--- config.mk ---
export PLATFORM = sky130hd
export DESIGN_NAME = ibex_wb_queue
export DESIGN_NICKNAME = d
export VERILOG_FILES = /design/src/rtl/ibex_wb_queue.sv
export SDC_FILE = /design/constraint.sdc
export NUM_CORES = 1
export LEC_CHECK = 0
export ABC_CLOCK_PERIOD_IN_PS = 4130
export CAP_MARGIN = 30
export CORE_MARGIN = 2
export CORE_UTILIZATION = 40
export DETAILED_ROUTE_END_ITERATION = 12
export HOLD_SLACK_MARGIN = 0.1
export PLACE_DENSITY = 0.66
export SYNTH_ARGS = -nofsm -noshare
export SYNTH_HDL_FRONTEND = slang
export SYNTH_SLANG_ARGS = --single-unit
--- constraint.sdc ---
create_clock -name clk_i -period 4.13 [get_ports clk_i]
set_clock_uncertainty 0.2 [all_clocks]
set_input_delay 0.413 -clock clk_i [delete_from_list [all_inputs] [get_ports clk_i]]
set_output_delay 0.413 -clock clk_i [all_outputs]
set_load 0.01 [all_outputs]
--- src/rtl/ibex_wb_queue.sv ---
`default_nettype none
// ============================================================================
// Module   : ibex_wb_queue
// Brief    : Multi-entry in-order writeback queue between ID/EX and the
//            register file. LSU responses are matched in order to the oldest
//            unanswered load/store entry; a pending-write mask feeds ID.
// Revision : 1.0 - initial release
// ============================================================================
module ibex_wb_queue #(
  parameter int unsigned Depth             = 2,
  parameter bit          ResetAll          = 1'b0,
  parameter bit          DummyInstructions = 1'b0
) (
  input  logic                     clk_i,
  input  logic                     rst_ni,
  input  logic                     en_wb_i,
  input  logic [1:0]               instr_type_wb_i,
  input  logic [31:0]              pc_id_i,
  input  logic                     instr_is_compressed_id_i,
  input  logic                     instr_perf_count_id_i,
  input  logic [4:0]               rf_waddr_id_i,
  input  logic [31:0]              rf_wdata_id_i,
  input  logic                     rf_we_id_i,
  input  logic                     dummy_instr_id_i,
  input  logic [31:0]              rf_wdata_lsu_i,
  input  logic                     lsu_resp_valid_i,
  input  logic                     lsu_resp_err_i,
  output logic                     ready_wb_o,
  output logic                     outstanding_load_wb_o,
  output logic                     outstanding_store_wb_o,
  output logic [31:0]              rf_write_pending_o,
  output logic [$clog2(Depth):0]   occupancy_o,
  output logic [4:0]               rf_waddr_wb_o,
  output logic [31:0]              rf_wdata_wb_o,
  output logic                     rf_we_wb_o,
  output logic [31:0]              pc_wb_o,
  output logic                     instr_done_wb_o,
  output logic                     perf_instr_ret_wb_o,
  output logic                     perf_instr_ret_compressed_wb_o,
  output logic                     dummy_instr_wb_o
);

  localparam int unsigned PtrW = $clog2(Depth);
  localparam int unsigned OccW = PtrW + 1;
  localparam logic [OccW-1:0] c_FULL_OCC = OccW'(Depth);

  // Writeback instruction classes (ibex_pkg::wb_instr_type_e encoding)
  localparam logic [1:0] c_WB_LOAD  = 2'b00;
  localparam logic [1:0] c_WB_STORE = 2'b01;

  // Control state
  logic [PtrW-1:0]  rd_ptr_q, rd_ptr_d;
  logic [PtrW-1:0]  wr_ptr_q, wr_ptr_d;
  logic [OccW-1:0]  occ_q, occ_d;
  logic [Depth-1:0] valid_q, valid_d;
  logic [Depth-1:0] resp_q, resp_d;

  // Entry payload
  logic [31:0] pc_q       [Depth];
  logic [4:0]  waddr_q    [Depth];
  logic [31:0] wdata_q    [Depth];
  logic [31:0] lsu_data_q [Depth];
  logic        we_q       [Depth];
  logic        is_lsu_q   [Depth];
  logic        is_load_q  [Depth];
  logic        comp_q     [Depth];
  logic        perf_q     [Depth];
  logic        err_q      [Depth];

  logic            w_push;
  logic            w_head_valid;
  logic            w_head_done;
  logic            w_head_err;
  logic [31:0]     w_head_data;
  logic            w_resp_found;
  logic [PtrW-1:0] w_resp_idx;
  logic            w_resp_capture;
  logic            w_resp_at_head;
  logic [31:0]     w_pending;
  logic            w_out_load;
  logic            w_out_store;

  // Locate the oldest valid LSU entry still waiting for its response
  always_comb begin
    w_resp_found = 1'b0;
    w_resp_idx   = rd_ptr_q;
    for (int unsigned i = 0; i < Depth; i++) begin
      if (!w_resp_found && valid_q[rd_ptr_q + PtrW'(i)] &&
          is_lsu_q[rd_ptr_q + PtrW'(i)] && !resp_q[rd_ptr_q + PtrW'(i)]) begin
        w_resp_found = 1'b1;
        w_resp_idx   = rd_ptr_q + PtrW'(i);
      end
    end
  end

  assign w_resp_capture = lsu_resp_valid_i && w_resp_found;
  assign w_resp_at_head = w_resp_capture && (w_resp_idx == rd_ptr_q);

  // A head LSU entry retires on the cycle its response lands (bypass)
  assign w_head_valid = valid_q[rd_ptr_q];
  assign w_head_done  = w_head_valid &&
                        (!is_lsu_q[rd_ptr_q] || resp_q[rd_ptr_q] || w_resp_at_head);
  assign w_head_err   = is_lsu_q[rd_ptr_q] &&
                        (w_resp_at_head ? lsu_resp_err_i : err_q[rd_ptr_q]);
  assign w_head_data  = w_resp_at_head ? rf_wdata_lsu_i : lsu_data_q[rd_ptr_q];

  assign ready_wb_o = (occ_q != c_FULL_OCC) || w_head_done;
  assign w_push     = en_wb_i && ready_wb_o;

  // Next-state of pointers, occupancy and flags; a push overrides a retire
  // or capture on the same slot since it starts a fresh entry there
  always_comb begin
    rd_ptr_d = rd_ptr_q;
    wr_ptr_d = wr_ptr_q;
    occ_d    = occ_q;
    valid_d  = valid_q;
    resp_d   = resp_q;
    if (w_resp_capture) begin
      resp_d[w_resp_idx] = 1'b1;
    end
    if (w_head_done) begin
      valid_d[rd_ptr_q] = 1'b0;
      rd_ptr_d          = rd_ptr_q + PtrW'(1);
    end
    if (w_push) begin
      valid_d[wr_ptr_q] = 1'b1;
      resp_d[wr_ptr_q]  = 1'b0;
      wr_ptr_d          = wr_ptr_q + PtrW'(1);
    end
    case ({w_push, w_head_done})
      2'b10:   occ_d = occ_q + OccW'(1);
      2'b01:   occ_d = occ_q - OccW'(1);
      default: occ_d = occ_q;
    endcase
  end

  // Control state register; reset discards all entries
  always_ff @(posedge clk_i) begin
    if (!rst_ni) begin
      rd_ptr_q <= '0;
      wr_ptr_q <= '0;
      occ_q    <= '0;
      valid_q  <= '0;
      resp_q   <= '0;
    end else begin
      rd_ptr_q <= rd_ptr_d;
      wr_ptr_q <= wr_ptr_d;
      occ_q    <= occ_d;
      valid_q  <= valid_d;
      resp_q   <= resp_d;
    end
  end

  // Payload written on push, LSU result captured into its matched entry
  always_ff @(posedge clk_i) begin
    if (ResetAll && !rst_ni) begin
      for (int unsigned i = 0; i < Depth; i++) begin
        pc_q[i]       <= '0;
        waddr_q[i]    <= '0;
        wdata_q[i]    <= '0;
        lsu_data_q[i] <= '0;
        we_q[i]       <= 1'b0;
        is_lsu_q[i]   <= 1'b0;
        is_load_q[i]  <= 1'b0;
        comp_q[i]     <= 1'b0;
        perf_q[i]     <= 1'b0;
        err_q[i]      <= 1'b0;
      end
    end else begin
      if (w_push) begin
        pc_q[wr_ptr_q]      <= pc_id_i;
        waddr_q[wr_ptr_q]   <= rf_waddr_id_i;
        wdata_q[wr_ptr_q]   <= rf_wdata_id_i;
        we_q[wr_ptr_q]      <= rf_we_id_i;
        is_lsu_q[wr_ptr_q]  <= (instr_type_wb_i == c_WB_LOAD) ||
                               (instr_type_wb_i == c_WB_STORE);
        is_load_q[wr_ptr_q] <= (instr_type_wb_i == c_WB_LOAD);
        comp_q[wr_ptr_q]    <= instr_is_compressed_id_i;
        perf_q[wr_ptr_q]    <= instr_perf_count_id_i;
      end
      if (w_resp_capture) begin
        lsu_data_q[w_resp_idx] <= rf_wdata_lsu_i;
        err_q[w_resp_idx]      <= lsu_resp_err_i;
      end
    end
  end

  // Hazard mask and outstanding-LSU summary over all valid entries
  always_comb begin
    w_pending   = '0;
    w_out_load  = 1'b0;
    w_out_store = 1'b0;
    for (int unsigned i = 0; i < Depth; i++) begin
      if (valid_q[PtrW'(i)]) begin
        if (we_q[PtrW'(i)] || is_load_q[PtrW'(i)]) begin
          w_pending[waddr_q[PtrW'(i)]] = 1'b1;
        end
        if (is_lsu_q[PtrW'(i)] && !resp_q[PtrW'(i)]) begin
          if (is_load_q[PtrW'(i)]) begin
            w_out_load = 1'b1;
          end else begin
            w_out_store = 1'b1;
          end
        end
      end
    end
    w_pending[0] = 1'b0;
  end

  assign rf_write_pending_o     = w_pending;
  assign outstanding_load_wb_o  = w_out_load;
  assign outstanding_store_wb_o = w_out_store;
  assign occupancy_o            = occ_q;

  assign instr_done_wb_o = w_head_done;
  assign pc_wb_o         = w_head_valid ? pc_q[rd_ptr_q] : '0;
  assign rf_waddr_wb_o   = w_head_valid ? waddr_q[rd_ptr_q] : '0;
  assign rf_wdata_wb_o   = !w_head_valid     ? '0 :
                           is_lsu_q[rd_ptr_q] ? w_head_data : wdata_q[rd_ptr_q];
  assign rf_we_wb_o      = w_head_done &&
                           (is_lsu_q[rd_ptr_q] ? (is_load_q[rd_ptr_q] && !w_head_err)
                                               : we_q[rd_ptr_q]);

  assign perf_instr_ret_wb_o            = w_head_done && perf_q[rd_ptr_q] && !w_head_err;
  assign perf_instr_ret_compressed_wb_o = perf_instr_ret_wb_o && comp_q[rd_ptr_q];

  if (DummyInstructions) begin : g_dummy
    logic [Depth-1:0] dummy_q;
    // Dummy flag travels with its entry
    always_ff @(posedge clk_i) begin
      if (ResetAll && !rst_ni) begin
        dummy_q <= '0;
      end else if (w_push) begin
        dummy_q[wr_ptr_q] <= dummy_instr_id_i;
      end
    end
    assign dummy_instr_wb_o = w_head_done && dummy_q[rd_ptr_q];
  end else begin : g_no_dummy
    logic unused_dummy;
    assign unused_dummy     = dummy_instr_id_i;
    assign dummy_instr_wb_o = 1'b0;
  end

`ifdef IBEX_WB_QUEUE_ASSERT_ON
  // A push offered while not ready is dropped
  a_no_dropped_push: assert property (@(posedge clk_i) disable iff (!rst_ni)
    en_wb_i |-> ready_wb_o);
  // Every LSU response must have an entry waiting for it
  a_resp_has_target: assert property (@(posedge clk_i) disable iff (!rst_ni)
    lsu_resp_valid_i |-> w_resp_found);
`endif

endmodule
`default_nettype wire
==> flow_metrics.py <==
metrics = {
    "clocking": {
        "cts_hold_buf": 0,
        "cts_tree": "yes",
        "cts_resized": 0,
        "clock_latency_ns": 0.51,
        "clk_pin_slew_ns": 0.06,
        "numCtsBuffers": 24,
        "clk_path_buf_depth": 3,
        "cts_num_sinks": 223,
        "h-tree-depth": 1,
        "cts_setup_buffers": 0,
        "clockRootBuffer": "clkbuf_16",
    },
    "setup_path": {
        "critPathArrivalTime_ns": 3.01,
        "crit_slowest_cell": "dfxtp_1",
        "worstReg2RegEnd": "pc_q[0][8]",
        "worstRegToRegCells": 5,
        "cp.depth": 6,
        "crit_required_ns": 3.52,
        "end_kind": "output port",
        "path_cells": "mux2_2 > nor4_4 > buf_4 > nand3_1 > o211ai_1 > clkdlybuf4s50_1",
        "path_delay_family": "buffers and inverters",
        "cp_slowest_stage_delay_ns": 0.64,
        "critPathMaxFanout": 32,
        "critPathLaunchType": "flip-flop",
        "crit_type": "flip-flop to output port",
        "cp.buffers_inverters": 2,
        "r2r_setup_slack_ns": 1.14,
        "reg2reg_from": "rd_ptr_q",
    },
    "global_routing": {
        "antenna_found_initial": 2,
        "use_met1": 0.2251,
        "top_usage_layer": "met2",
        "track_usage": 0.1744,
        "grt_max_degree": 68,
        "grt_pass1_wl_um": 33660,
        "grt.met3_usage": 0.06050,
        "grt_pass1_vias": 6223,
        "use_met2": 0.2803,
        "grt_overflow": 0,
    },
    "sta": {
        "finalHoldViolCount": 0,
        "fmax_mhz": 275.9,
        "layout_min_cycle_time_ns": 3.624,
        "min_period_over_period": 0.8775,
        "hold-worst-slack_ns": 0.2789,
        "rsz0062_at_grt": "no",
        "setup_viol": 0,
        "fin_setup_tns_ns": 0,
        "worst-slew-pin-transition_ns": 0.6615,
        "relSlewSlack": 0.5590,
        "drv_slew": 0,
    },
    "final_layout": {
        "drive_gt1_frac": 0.1163,
        "fillers": 1959,
        "final_cell_count_no_fill": 1198,
        "nets": 971,
        "area_growth_pct": 34.96,
    },
    "min_path": {
        "min_to": "pc_q[1][6]",
        "hold_start": "pc_id_i[6]",
        "hold_path.class": "input pin to flip-flop",
        "worstHoldPathCells": 1,
    },
    "logic_synthesis": {
        "ys.flop_type": "edfxtp_1",
        "yosys_warnings": 0,
        "syn-cell-area_um2": 9440,
        "synth_most_common_cell": "edfxtp_1",
        "synth_commonest_cells": "214 x edfxtp_1, 75 x mux2i_1, 48 x nor2_1",
        "async_flop_share": 0,
        "synth.avg_cell_area_um2": 14.75,
        "yosys.cell_types.count": 47,
        "synth_top_area_share": 0.6807,
        "synth_edf_count": 214,
        "ys_seq_area_frac": 0.6998,
        "synth-seq-cells": 223,
        "synth_largest_area_cell": "edfxtp_1",
        "synthTopCellsByArea": "edfxtp_1 68%, mux2i_1 8.0%, mux2_2 3.9%",
        "postSynthCellCount": 640,
    },
    "drt": {
        "via_count": 6170,
        "routed_wl_um": 22220,
        "ant_nets": 0,
        "drc": 0,
        "drt_iter0_markers": 351,
        "first_pass_iters": 5,
        "routed_via_density": 5.150,
        "wl_per_cell_um": 18.54,
    },
    "floorplan": {
        "rows": 56,
        "core_area_um2": 23330,
        "die-area_um2": 24850,
        "initial_core_util": 0.4046,
        "chipWidth_um": 157.6,
        "io_pins": 223,
        "die_h_um": 157.6,
    },
    "placed_design": {
        "dp.cells": 1152,
        "hpwl_um": 14050,
        "port_buffers": 219,
        "place.gp.congestion": 0.8288,
    },
    "outcome": {
        "status": "completed",
    },
    "run": {
        "maxCapViolCount": 0,
    },
    "pwr": {
        "worst_ir_drop_vdd_mv": 0.2909,
        "p_total_w": 0.005526,
        "p_per_area_nw_per_um2": 433.7,
        "leakagePower_nw": 4.061,
    },
}
[stage by stage]
step,cell area (um2),util,setup WS [ns]
final,12740,0.5461,0.5058
after floorplan,9444,-,0.7115
after detailed placement,12020,0.5150,0.7405
after CTS,12740,0.5458,0.4649
after global placement,12020,0.5150,0.7673
after global routing,12740,0.5458,0.3455
[cell usage in the layout (no fill, tap or decap), types with 10 or more instances in the layout]
cell type	n
nand3_1	39
mux2_2	33
nand2_1	45
clkdlybuf4s50_1	219
mux2i_1	72
clkbuf_16	25
nor2_1	48
edfxtp_1	214
o211ai_1	33
clkinv_2	10
o22ai_1	32
buf_4	12
[routing by layer]
metal,share of wire,vias up
li1,-,2920
met1,0.42,2990
met2,0.47,217
met3,0.090,39
met4,0.025,4
met5,0.0012,-
[layout make-up]
class                           instances  area [um2]  share of cell area
Timing Repair Buffer                  233        2322              0.1823
Clock inverter                         12       68.82            0.005401
Tap cell                              319       399.1             0.03133
Inverter                               10       42.54            0.003339
Clock buffer                           32       651.9             0.05116
Sequential cell                       223        6610              0.5188
Multi-Input combinational cell        367        2641              0.2073
Antenna cell                            2       5.005           0.0003928
[report_power, final]
group	internal, W	switching (W)	leakage, nW
clock	0.00111	0.000842	0.358
sequential	0.00265	0.0000608	2.06
combinational	0.000420	0.000435	1.65
total	0.00419	0.00134	4.06
[kinds of logic (layout without fill, tap and decap cells)]
family | Yosys count | in the layout | share of synthesized area
simple gates | 160 | 160 | 0.08045
mux | 112 | 112 | 0.1259
flops | 223 | 223 | 0.6998
compound gates | 92 | 92 | 0.06773
other cells | 1 | 4 | 0.0003972
xor+xnor | 1 | 1 | 0.0009279
buf+inv | 51 | 287 | 0.02478
[flip-flops by register name, summed over array words and instances (netlist names), 2 cells and up, named ones only]
| name | flops |
|---|---|
| is_lsu_q | 2 |
| perf_q | 2 |
| lsu_data_q | 64 |
| err_q | 2 |
| is_load_q | 2 |
| comp_q | 2 |
| occupancy_o | 2 |
| resp_q | 2 |
| valid_q | 2 |
| waddr_q | 10 |
| wdata_q | 64 |
| pc_q | 64 |
| we_q | 2 |
[worst max-delay path by stage]
stage                                start          endpoint  slack (ns)
after global routing              rd_ptr_q  rf_wdata_wb_o[1]        0.35
after floorplan                   rd_ptr_q          err_q[0]        0.71
final                             rd_ptr_q  rf_wdata_wb_o[1]        0.51
after global placement    lsu_resp_valid_i  rf_wdata_wb_o[1]        0.77
after detailed placement  lsu_resp_valid_i  rf_wdata_wb_o[1]        0.74
after CTS                         rd_ptr_q  rf_wdata_wb_o[1]        0.46
Power figures use the tool's default switching activity.
